$ cat src/rtl/score_keeper.sv
// Match score keeper: IDLE/PLAY/PAUSE/OVER sequencing, goal counting from toggle inputs, winner flags.
// Define SCORE_BCD_EN to present the scores as two BCD digits instead of plain binary.
module score_keeper #(
  parameter int WIN_SCORE    = 7,
  parameter int PAUSE_CYCLES = 50_000_000
) (
  input  logic       clk,
  input  logic       rst_n,
  input  logic       start_btn,
  input  logic       blue_score_up,
  input  logic       red_score_up,
  output logic       game_initiated,
  output logic       game_over,
  output logic [7:0] blue_score,
  output logic [7:0] red_score,
  output logic [1:0] winner,
  output logic       goal_pulse
);

  typedef enum logic [1:0] {IDLE, PLAY, PAUSE, OVER} state_t;

  localparam logic [7:0]  WIN        = 8'(WIN_SCORE);
  localparam logic [31:0] PAUSE_LAST = 32'(PAUSE_CYCLES - 1);

  state_t      state;
  logic        blue_prev, red_prev, start_prev;
  logic [31:0] pause_cnt;
  logic [7:0]  blue_bin, red_bin;

  logic        blue_goal, red_goal, start_rise;
  logic        inc_blue, inc_red, clear_scores;
  logic [7:0]  blue_next, red_next;

  // Binary counts are kept in every build; they are the reference for the win comparison.
  always_comb begin
    blue_goal    = blue_score_up ^ blue_prev;
    red_goal     = red_score_up ^ red_prev;
    start_rise   = start_btn & ~start_prev;
    inc_blue     = (state == PLAY) && blue_goal && (blue_bin != WIN);
    inc_red      = (state == PLAY) && red_goal && (red_bin != WIN);
    clear_scores = (state == OVER) && start_rise;
    blue_next    = blue_bin + {7'd0, inc_blue};
    red_next     = red_bin + {7'd0, inc_red};
  end

  always_ff @(posedge clk or negedge rst_n) begin
    if (!rst_n) begin
      state          <= IDLE;
      blue_prev      <= 1'b0;
      red_prev       <= 1'b0;
      start_prev     <= 1'b0;
      pause_cnt      <= 32'd0;
      blue_bin       <= 8'd0;
      red_bin        <= 8'd0;
      game_initiated <= 1'b0;
      game_over      <= 1'b0;
      winner         <= 2'b00;
      goal_pulse     <= 1'b0;
    end else begin
      blue_prev  <= blue_score_up;
      red_prev   <= red_score_up;
      start_prev <= start_btn;
      goal_pulse <= 1'b0;
      case (state)
        IDLE: begin
          if (start_rise) begin
            state          <= PLAY;
            game_initiated <= 1'b1;
          end
        end
        PLAY: begin
          if (blue_goal || red_goal) begin
            blue_bin       <= blue_next;
            red_bin        <= red_next;
            goal_pulse     <= 1'b1;
            game_initiated <= 1'b0;
            if (blue_next == WIN || red_next == WIN) begin
              state     <= OVER;
              game_over <= 1'b1;
              winner    <= {red_next == WIN, blue_next == WIN};
            end else begin
              state     <= PAUSE;
              pause_cnt <= 32'd0;
            end
          end
        end
        PAUSE: begin
          if (pause_cnt == PAUSE_LAST) begin
            state          <= PLAY;
            game_initiated <= 1'b1;
          end else begin
            pause_cnt <= pause_cnt + 32'd1;
          end
        end
        OVER: begin
          if (start_rise) begin
            state          <= PLAY;
            game_initiated <= 1'b1;
            game_over      <= 1'b0;
            winner         <= 2'b00;
            blue_bin       <= 8'd0;
            red_bin        <= 8'd0;
          end
        end
        default: state <= IDLE;
      endcase
    end
  end

`ifdef SCORE_BCD_EN
  function automatic logic [7:0] bcd_inc(input logic [7:0] v);
    if (v[3:0] == 4'd9) return {v[7:4] + 4'd1, 4'd0};
    else                return {v[7:4], v[3:0] + 4'd1};
  endfunction

  // Decimal display counters step alongside the binary counts, so no divider is needed.
  always_ff @(posedge clk or negedge rst_n) begin
    if (!rst_n) begin
      blue_score <= 8'h00;
      red_score  <= 8'h00;
    end else if (clear_scores) begin
      blue_score <= 8'h00;
      red_score  <= 8'h00;
    end else begin
      if (inc_blue) blue_score <= bcd_inc(blue_score);
      if (inc_red)  red_score  <= bcd_inc(red_score);
    end
  end
`else
  assign blue_score = blue_bin;
  assign red_score  = red_bin;
  logic unused_clear;
  assign unused_clear = clear_scores;
`endif

endmodule
$ cat config.mk
export PLATFORM = sky130hd
export DESIGN_NAME = score_keeper
export DESIGN_NICKNAME = d
export VERILOG_FILES = /design/src/rtl/score_keeper.sv
export SDC_FILE = /design/constraint.sdc
export NUM_CORES = 1
export LEC_CHECK = 0
export CAP_MARGIN = 20
export CORE_ASPECT_RATIO = 0.8
export CORE_UTILIZATION = 64
export CTS_BUF_LIST = sky130_fd_sc_hd__clkbuf_16
export CTS_CLUSTER_SIZE = 10
export DETAILED_ROUTE_END_ITERATION = 6
export HOLD_SLACK_MARGIN = 0.05
export PLACE_DENSITY = 0.86
export RECOVER_POWER = 100
export SLEW_MARGIN = 0
export SYNTH_ARGS = -nofsm -noshare
export SYNTH_HDL_FRONTEND = slang
export SYNTH_SLANG_ARGS = --single-unit
$ cat constraint.sdc
create_clock -name clk -period 9.1 [get_ports clk]
set_clock_uncertainty 0.05 [all_clocks]
set_input_delay 1.365 -clock clk [delete_from_list [all_inputs] [get_ports clk]]
set_output_delay 1.365 -clock clk [all_outputs]
set_load 0.02 [all_outputs]
==> flow_summary.json <==
{
  "grt_pass1_wl_um": 14800,
  "dr.max_layer_used": "met4",
  "period_minus_slack_ns": 5.91,
  "cts.path.max_buffers": 2,
  "violations": "capacitance limit, slew limit",
  "grt_max_degree": 59,
  "r2r_slack_ns": 3.81,
  "min_from": "pause_cnt[22]",
  "fin_total_pwr_mw": 1.07,
  "avgSynthCellArea_um2": 9.17,
  "worstHoldPathType": "reg2reg",
  "whs_ns": 0.444,
  "cap_violations": 1,
  "power_density_nw_per_um2": 263,
  "vias": 3308,
  "worstPathArrival_ns": 6.10,
  "cts_buffers": 9,
  "synth_area_um2": 3610,
  "hold_viol": 0,
  "worst_slew_pin_slew_ns": 3.15,
  "drive_above_1_share": 0.0728,
  "cp-start-kind": "input port",
  "syn_to_final_growth_pct": 13.1,
  "n_antenna_cell": 0,
  "status": "finished, violations left",
  "die_area_um2": 5950,
  "fin_setup_tns_ns": 0,
  "grt_pass1_vias": 3081,
  "cts-resized-gates": 0,
  "leakage_nw": 1.77,
  "design_area_um2": 4080,
  "antenna_found_initial": 0,
  "cp.required_ns": 9.29,
  "clock.fmax_ghz": 0.169,
  "whs_path_depth": 1,
  "dpl.cell_count": 475,
  "die_h_um": 69.2,
  "cts_root_buf": "clkbuf_16",
  "fillers": 383,
  "synth_edf_count": 0,
  "place.detailed.hpwl_um": 5620,
  "hold_end": "pause_cnt[22]",
  "seq_area_um2": 1450,
  "initial_core_util": 0.665,
  "synth_ff_type": "dfrtp_1",
  "syn_nets": 409,
  "clock_latency_ns": 0.33,
  "io_pins": 26,
  "rows": 24,
  "final_common_cell": "dfrtp_1",
  "rr_worst_depth": 13,
  "worst-path-buf-inv": 2,
  "ctsHoldBuffers": 0,
  "cts_sinks": 58,
  "r2r_start": "state[1]",
  "yosys_warnings": 0,
  "tritoncts": "yes",
  "crit_chain": "dlygate4sd3_1 > xnor2_1 > nor3_1 > ha_1 > ha_1 > nand3_1 > or4_2 > a311oi_1 > a2bb2oi_2 > clkbuf_1 > nor3_1 > a22oi_2",
  "fp.dieW_um": 86.0,
  "nets": 423,
  "rsz0062_at_grt": "false",
  "htree_num_levels": 3,
  "gp_congestion": 0.871,
  "post_cts_buffers": 0,
  "io_buffers": 25,
  "netlist_instances": 394,
  "met2_length_um": 4120,
  "max_stage_delay_ns": 1.01,
  "ys_seq_area_frac": 0.402,
  "drc": 0,
  "cp_max_fo": 31,
  "reg2reg_to": "pause_cnt[23]",
  "stdcell_count": 490,
  "crit_path_end_kind": "flop",
  "crit_slowest_cell": "clkbuf_1",
  "place_area_um2": 3860,
  "synthArstFlopShare": 1.00,
  "ant_nets": 0,
  "drt-met1-wl_um": 3880,
  "grtUsageTotal": 0.318,
  "vias_per_cell": 6.75,
  "multi_input_area_um2": 1950,
  "core-area_um2": 5440,
  "dr.pass1.iters": 6,
  "max-vdd-ir-drop_mv": 0.220,
  "routedWlPerCell_um": 17.8,
  "timing.slew.headroom": -1.10,
  "clk_pin_slew_ns": 0.05,
  "wl_met3_um": 616,
  "drv_slew": 59,
  "layout_common_cells": "dfrtp_1 (58), o31ai_1 (44), nand2_1 (37), o21ai_0 (34), dlygate4sd3_1 (24)",
  "synth_seq_cells": 58,
  "synth_cell_types": 56,
  "cpLargestDelayFamily": "buffers and inverters",
  "wl_um": 8750,
  "setup_violations": 0,
  "min_period_over_period": 0.649,
  "crit_type": "in2reg",
  "overflow": 0,
  "drt_iter0_markers": 312
}
==> worst reg2reg max path: cells and delay by family (launching register included) <==
kind                     cells  cell delay, ns
AO/OA/AOI/OAI                3            1.21
buffers and inverters        3            1.32
flip-flops                   1            0.42
adder cells (fa/ha/maj)      3            0.77
AND/OR/NAND/NOR              4            1.43
==> cell type report <==
class / count / share of cell area
Clock inverter: 6 / 0.0126
Multi-Input combinational cell: 298 / 0.476
Clock buffer: 9 / 0.0551
Timing Repair Buffer: 29 / 0.0656
Sequential cell: 58 / 0.355
Inverter: 12 / 0.0110
Tap cell: 78 / 0.0239
==> cell usage after synthesis, types with 10 or more instances <==
library cell,number,area (um2)
a21o_1,10,75.1
a21oi_1,10,50.1
clkbuf_1,13,48.8
dfrtp_1,58,1450
ha_1,10,125
inv_1,12,45.0
nand2_1,37,139
nand3_1,20,100
nand4_1,10,62.6
nor2_1,17,63.8
nor3_1,11,55.1
o21ai_0,35,175
o31ai_1,44,330
==> layer usage <==
| metal | vias up | global-route usage |
|---|---|---|
| met4 | 0 | 0.107 |
| met1 | 1602 | 0.432 |
| met2 | 166 | 0.503 |
| met5 | - | 0 |
| li1 | 1526 | - |
| met3 | 14 | 0.0762 |
==> how the worst max path moves through the flow <==
stage / from / endpoint / depth (start not counted)
2_1_floorplan: blue_score_up / pause_cnt[23] / 11
3_3_place_gp: blue_score_up / pause_cnt[31] / 11
3_5_place_dp: blue_score_up / pause_cnt[31] / 11
4_1_cts: blue_score_up / pause_cnt[1] / 12
5_1_grt: blue_score_up / pause_cnt[18] / 12
6_report: blue_score_up / pause_cnt[23] / 12
==> power breakdown <==
part,leakage (nW),switching (mW),total (mW),internal (mW)
Clock,0.145,0.111,0.316,0.206
Combinational,0.860,0.272,0.420,0.148
Sequential,0.761,0.0470,0.337,0.290
==> cells by family (layout without fill, tap and decap cells) <==
family          Yosys count  count (layout)  synth area share
buf+inv                  38              56            0.0485
xor+xnor                  4               4           0.00970
simple gates            145             145             0.226
compound gates          135             135             0.267
flops                    58              58             0.402
mux                       4               4            0.0125
fa+ha+maj                10              10            0.0346
==> sequential cells by signal, summed over array words and instances, names as in the netlist <==
register	count
pause_cnt	32
blue_score	8
red_score	8
state	2
winner	2
blue_prev	1
game_initiated	1
game_over	1
goal_pulse	1
red_prev	1
start_prev	1
==> per-stage QoR <==
stage          utilization  setup slack, ns
2_1_floorplan            -             5.24
3_3_place_gp         0.710             4.54
3_5_place_dp         0.710             4.38
4_1_cts              0.761             4.71
5_1_grt              0.751             3.04
6_report             0.751             3.19
Power figures use the tool's default switching activity.
